===== src/rtl/display_mux_ndigit_pkg.sv =====
// Shared constants for the multiplexed seven-segment display driver:
// segment bit positions and the active-low hex glyph table.
package display_mux_ndigit_pkg;

  localparam int SEG_A  = 0;
  localparam int SEG_B  = 1;
  localparam int SEG_C  = 2;
  localparam int SEG_D  = 3;
  localparam int SEG_E  = 4;
  localparam int SEG_F  = 5;
  localparam int SEG_G  = 6;
  localparam int SEG_DP = 7;

  // Active-low g..a patterns for hex digits 0-F (decimal point excluded).
  localparam logic [6:0] HEX_SEG_TABLE [16] = '{
    7'h40, 7'h79, 7'h24, 7'h30, 7'h19, 7'h12, 7'h02, 7'h78,
    7'h00, 7'h10, 7'h08, 7'h03, 7'h46, 7'h21, 7'h06, 7'h0E
  };

endpackage


===== src/rtl/display_mux_ndigit_seg7_encode.sv =====
// Combinational hex-nibble to active-low seven-segment encoder with a
// decimal point input (dp_i = 1 lights the point).
module seg7_encode
  import display_mux_ndigit_pkg::*;
(
  input  logic [3:0] nibble_i,
  input  logic       dp_i,
  output logic [7:0] segments_o
);

  always_comb begin
    segments_o                = 8'hFF;
    segments_o[SEG_G:SEG_A]   = HEX_SEG_TABLE[nibble_i];
    segments_o[SEG_DP]        = ~dp_i;
  end

endmodule


===== src/rtl/display_mux_ndigit.sv =====
// Time-multiplexed N-digit seven-segment driver with per-frame shadowing,
// ghosting blank interval, PWM brightness and leading-zero suppression.
module display_mux_ndigit
  import display_mux_ndigit_pkg::*;
#(
  parameter int NDIGITS      = 8,
  parameter int TICK_DIV     = 65536,
  parameter int BLANK_CYCLES = 256,
  parameter int PWM_BITS     = 4
) (
  input  logic                   clk,
  input  logic                   reset,
  input  logic [4*NDIGITS-1:0]   val,
  input  logic [NDIGITS-1:0]     dp,
  input  logic [NDIGITS-1:0]     digit_en,
  input  logic                   lz_suppress,
  input  logic [PWM_BITS-1:0]    brightness,
  output logic [7:0]             segments,
  output logic [NDIGITS-1:0]     digitselect,
  output logic                   frame_start
);

  localparam int TW = (TICK_DIV > 1) ? $clog2(TICK_DIV) : 1;
  localparam int IW = (NDIGITS > 1) ? $clog2(NDIGITS) : 1;
  localparam logic [TW-1:0] TICK_LAST = TW'(TICK_DIV - 1);
  localparam logic [TW-1:0] BLANK_T   = TW'(BLANK_CYCLES);
  localparam logic [IW-1:0] IDX_LAST  = IW'(NDIGITS - 1);

  logic [TW-1:0]          tickCnt_q, tickCnt_d;
  logic [IW-1:0]          idx_q, idx_d;
  logic [4*NDIGITS-1:0]   val_q, val_d;
  logic [NDIGITS-1:0]     dp_q, dp_d;
  logic [NDIGITS-1:0]     digitEn_q, digitEn_d;
  logic                   lz_q, lz_d;
  logic [7:0]             segments_q, segments_d;
  logic [NDIGITS-1:0]     digitselect_q, digitselect_d;
  logic                   frameStart_q;

  logic                   frameLoad;
  logic [NDIGITS-1:0]     zeroFromHere;
  logic                   allZero;
  logic                   suppressed;
  logic [PWM_BITS-1:0]    pwmPhase;
  logic                   lit;
  logic [3:0]             curNibble;
  logic [7:0]             encSeg;

  // Slot timer, digit scan and the once-per-frame shadow capture.
  always_comb begin
    frameLoad = (tickCnt_q == '0) && (idx_q == '0);
    tickCnt_d = tickCnt_q + 1'b1;
    idx_d     = idx_q;
    if (tickCnt_q == TICK_LAST) begin
      tickCnt_d = '0;
      idx_d     = (idx_q == IDX_LAST) ? '0 : idx_q + 1'b1;
    end
    val_d     = frameLoad ? val         : val_q;
    dp_d      = frameLoad ? dp          : dp_q;
    digitEn_d = frameLoad ? digit_en    : digitEn_q;
    lz_d      = frameLoad ? lz_suppress : lz_q;
  end

  // zeroFromHere[i] is set when nibble i and every more-significant nibble are zero.
  always_comb begin
    zeroFromHere = '0;
    allZero      = 1'b1;
    for (int i = NDIGITS - 1; i >= 0; i--) begin
      allZero         = allZero & (val_q[4*i +: 4] == 4'h0);
      zeroFromHere[i] = allZero;
    end
  end

  assign curNibble = val_q[{idx_q, 2'b00} +: 4];

  seg7_encode u_encode (
    .nibble_i   (curNibble),
    .dp_i       (dp_q[idx_q]),
    .segments_o (encSeg)
  );

  always_comb begin
    suppressed    = lz_q && (idx_q != '0) && zeroFromHere[idx_q];
    pwmPhase      = PWM_BITS'(tickCnt_q);
    lit           = (tickCnt_q >= BLANK_T) && digitEn_q[idx_q] && !suppressed
                    && (pwmPhase <= brightness);
    segments_d    = 8'hFF;
    digitselect_d = '1;
    if (lit) begin
      segments_d    = encSeg;
      digitselect_d = ~(NDIGITS'(1) << idx_q);
    end
  end

  always_ff @(posedge clk) begin
    if (reset) begin
      tickCnt_q     <= '0;
      idx_q         <= '0;
      val_q         <= '0;
      dp_q          <= '0;
      digitEn_q     <= '0;
      lz_q          <= 1'b0;
      segments_q    <= 8'hFF;
      digitselect_q <= '1;
      frameStart_q  <= 1'b0;
    end else begin
      tickCnt_q     <= tickCnt_d;
      idx_q         <= idx_d;
      val_q         <= val_d;
      dp_q          <= dp_d;
      digitEn_q     <= digitEn_d;
      lz_q          <= lz_d;
      segments_q    <= segments_d;
      digitselect_q <= digitselect_d;
      frameStart_q  <= frameLoad;
    end
  end

  assign segments    = segments_q;
  assign digitselect = digitselect_q;
  assign frame_start = frameStart_q;

endmodule

===== config.mk =====
export PLATFORM = sky130hd
export DESIGN_NAME = display_mux_ndigit
export DESIGN_NICKNAME = d
export VERILOG_FILES = /design/src/rtl/display_mux_ndigit_pkg.sv /design/src/rtl/display_mux_ndigit_seg7_encode.sv /design/src/rtl/display_mux_ndigit.sv
export SDC_FILE = /design/constraint.sdc
export NUM_CORES = 1
export LEC_CHECK = 0
export BUFFER_PORTS_ARGS = -buffer_cell sky130_fd_sc_hd__buf_2
export CORE_ASPECT_RATIO = 1.75
export CORE_MARGIN = 2
export CORE_UTILIZATION = 55
export DETAILED_ROUTE_END_ITERATION = 8
export GPL_TIMING_DRIVEN = 0
export HOLD_SLACK_MARGIN = 0.05
export PLACE_DENSITY = 0.86
export RECOVER_POWER = 25
export SLEW_MARGIN = 20
export SYNTH_ARGS = -nofsm -noshare
export SYNTH_HDL_FRONTEND = slang
export SYNTH_HIERARCHICAL = 1
export SYNTH_SLANG_ARGS = --single-unit
export TNS_END_PERCENT = 10

===== constraint.sdc =====
create_clock -name clk -period 5.1 [get_ports clk]
set_clock_uncertainty 0.15 [all_clocks]
set_input_delay 0.765 -clock clk [delete_from_list [all_inputs] [get_ports clk]]
set_output_delay 0.765 -clock clk [all_outputs]
set_load 0.02 [all_outputs]

==> impl_results.md <==
- Htree depth: 3
- Min Tclk post-route: 3190 ps
- Most common cell after layout, fill and taps aside: nand2_1
- Worst setup SP type: flip-flop
- Area Growth Syn to Fin: 17.2%
- Sequential-to-total area share from yosys stat: 43.1%
- R2R Path Start: idx_q[1]$_SDFFE_PP0P_
- Routed wire length: 8860 um
- CP Capture Type: flip-flop
- Clock Latency Late Sink: 340 ps
- Setup CP Type: flip-flop to flip-flop
- Mapped Area: 3950 sq um
- Clock net sink count: 85
- Slew Viols, Final: 0
- Slew margin rel.: 60.3%
- Placed cell area: 4410 sq um
- Post-route non-filler standard cell count: 626
- DIE AREA: 7900 sq um
- Post-synth ARST share: 0%
- TritonRoute pass-1 iters: 5
- Leading area contributor after synthesis: dfxtp_1
- DRC: 0
- Mapped Nets: 534
- Die width: 68.1 um
- Worst-case reg-to-reg path depth: 10
- Diode count: 0
- Ranking of synthesized cells by area: dfxtp_1 43%, nand2_1 11%, mux4_2 7.4%
- Post-CTS Hold Fix Bufs: 0
- Number of port buffers: 71
- Post-synth EDFFs: 0
- Initial antenna violation count: 0
- Chip Height: 116 um
- CTS Root Cell: clkbuf_16
- Slew at the pin with the worst max-slew slack: 590 ps
- DR vias/cell: 5.55
- Ports: 72
- Power density over the cells: 329 nW/um^2
- Final Cell Area: 4630 sq um
- First-iteration detailed-routing DRC count: 208
- Dpl cells: 615
- Layout Utilization: 67.0%
- Post-Synth Simple-Gate Area: 23.4%
- Yosys Warn Count: 6
- Largest net degree at the start of global routing: 12
- Req. time, crit path: 5150 ps
- Reg2reg end: segments[3]$_SDFF_PP1_
- XOR/XNOR share of the synthesized area: 2.88%
- Post-CTS repair timing setup buffer count: 0
- Pwr Total: 1.52 mW
- Crit path buf inv count: 4
- Final hold vios: 0
- Place WS: 1920 ps
- Max Fanout on Critical Path: 10
- GRT Util Overall: 24.2%
- Commonest cells after routing, fill and taps aside: 118 x nand2_1, 85 x dfxtp_1, 63 x buf_2
- Synth top area share: 43.1%
- Compound-gate portion of the synthesized area: 9.54%
- CTS tree: built
- CTS Buf Count: 9
- PostCTS Resize Cnt: 0
- Outcome: complete, no violations
- Largest family of logic cells by synthesized area: simple AND/OR/NAND/NOR gates
- Post-route setup slack: 1910 ps
- Post-synthesis mux area share: 9.70%
- Max incr delay on CP: 480 ps
- Crit path DAT: 3250 ps
- Min-Delay Endpoint: digitEn_q[3]$_SDFFE_PP0P_
- First-pass GRT wire length: 14400 um
- Maximum VDD drop: 0.205 mV
- Remaining Overflow, GRT: 0
- Final worst-path cycle share: 62.6%
- Share of layout cells above drive strength 1: 17.0%
- Slowest cell on crit path: buf_1
- Vias in the first global route: 3396
- Hold Path Origin: digitEn_q[3]$_SDFFE_PP0P_
- Initial Utilization: 57.2%
- RD Place Congestion: 0.922
- Core Area: 6910 sq um
- Worst Hold Class: flip-flop to flip-flop
- Family with the most delay on the worst path: buffers and inverters
- RSZ-0062 raised after global routing: no
- Antenna-violating nets left: 0
- Final nets: 616
- Post-synth top flop: dfxtp_1
- Hold_ws: 302 ps
- Worst reg2reg setup slack: 1910 ps
- Clock Path Buffers: 2
- Drt wl/cell: 14.2 um
- Cell variety after synth: 37
- Max-Cap Viols: 0
- Avg Synthesized Cell Area: 8.58 sq um
- Post-Route Setup TNS: 0 ps
- Final Setup Violations: 0
- Clock transition at path regs: 50 ps
- Mapped Cells: 460
- Worst Hold Depth: 2
- FP Rows: 40
- Synth Area in Adders: 6.02%
- DPL Wire Length: 6760 um
- #FFs+latches synth: 85
- Leakage: 1.88 nW
- Max Fclk: 313 MHz
- Vias post-DR: 3473
- CP Cell Sequence: clkbuf_1 > buf_1 > mux4_2 > nand2_1 > nand2_1 > inv_1 > ha_1 > inv_1 > mux4_2 > nand3b_1
-- synthesized netlist by cell type, types with 2 or more instances --
| cell type | count |
|---|---|
| nor2_1 | 30 |
| mux2i_1 | 9 |
| nand2_1 | 118 |
| and3_1 | 5 |
| nand3_1 | 13 |
| o21ai_1 | 2 |
| mux4_2 | 13 |
| a21oi_1 | 55 |
| nand4_1 | 6 |
| and4_1 | 4 |
| nand2b_1 | 4 |
| clkbuf_1 | 16 |
| nand3b_1 | 9 |
| o21ai_0 | 3 |
| inv_1 | 15 |
| ha_1 | 19 |
| buf_6 | 3 |
| xnor2_1 | 9 |
| xor2_1 | 4 |
| buf_2 | 12 |
| nor4_1 | 8 |
| dfxtp_1 | 85 |
| nor3_1 | 3 |
| or4_1 | 2 |
-- worst reg2reg max path, delay by kind of cell (launching register included) --
family / cells / cell delay, ps
and+or+nand+nor: 3 / 470
buffers and inverters: 4 / 1040
muxes: 2 / 750
DFF: 1 / 360
adders and majority gates: 1 / 300
-- power breakdown --
part	switching [mW]	internal, mW	leakage [nW]	total [mW]
logic	0.124	0.0986	1.06	0.223
clock network	0.232	0.329	0.119	0.561
registers	0.0322	0.705	0.695	0.737
-- area by class of cell --
| type | count | area (sq um) |
|---|---|---|
| fill | 561 | 2280 |
| multi-input combinational | 328 | 2030 |
| timing repair buffer | 71 | 333 |
| inverter | 15 | 56.3 |
| clock buffer | 11 | 243 |
| buffer | 32 | 155 |
| sequential | 85 | 1700 |
| tap | 84 | 105 |
-- worst max-delay path by stage --
stage                               start                      to  depth (start not counted)
floorplan           idx_q[0]$_SDFFE_PP0P_  segments[3]$_SDFF_PP1_                         10
global placement    idx_q[1]$_SDFFE_PP0P_  segments[3]$_SDFF_PP1_                         10
detailed placement  idx_q[1]$_SDFFE_PP0P_  segments[3]$_SDFF_PP1_                         10
CTS                 idx_q[1]$_SDFFE_PP0P_  segments[3]$_SDFF_PP1_                         10
global route        idx_q[1]$_SDFFE_PP0P_  val_q[24]$_SDFFE_PP0P_                         11
finish              idx_q[1]$_SDFFE_PP0P_  segments[3]$_SDFF_PP1_                         10
-- per-layer routing --
| metal | up-vias | track usage (%) | wire length [um] |
|---|---|---|---|
| met3 | 27 | 2.22 | 357 |
| met5 | - | 0 | 0 |
| met4 | 0 | 14.9 | 327 |
| li1 | 1720 | - | - |
| met1 | 1625 | 24.2 | 3250 |
| met2 | 101 | 45.7 | 4930 |
-- logic make-up after synthesis --
group,Yosys count
AO/OA/AOI/OAI,69
XOR/XNOR,13
multiplexers,22
AND/OR/NAND/NOR,205
buffers and inverters,47
flip-flops,85
adder cells (fa/ha/maj),19
-- registers in the layout, indices dropped and copies added, names as in the netlist --
name / cells
digitselect: 8
dp_q: 8
tickCnt_q: 16
idx_q: 3
digitEn_q: 8
frame_start: 1
val_q: 32
lz_q: 1
segments: 8
(Power assumes the default switching activity.)
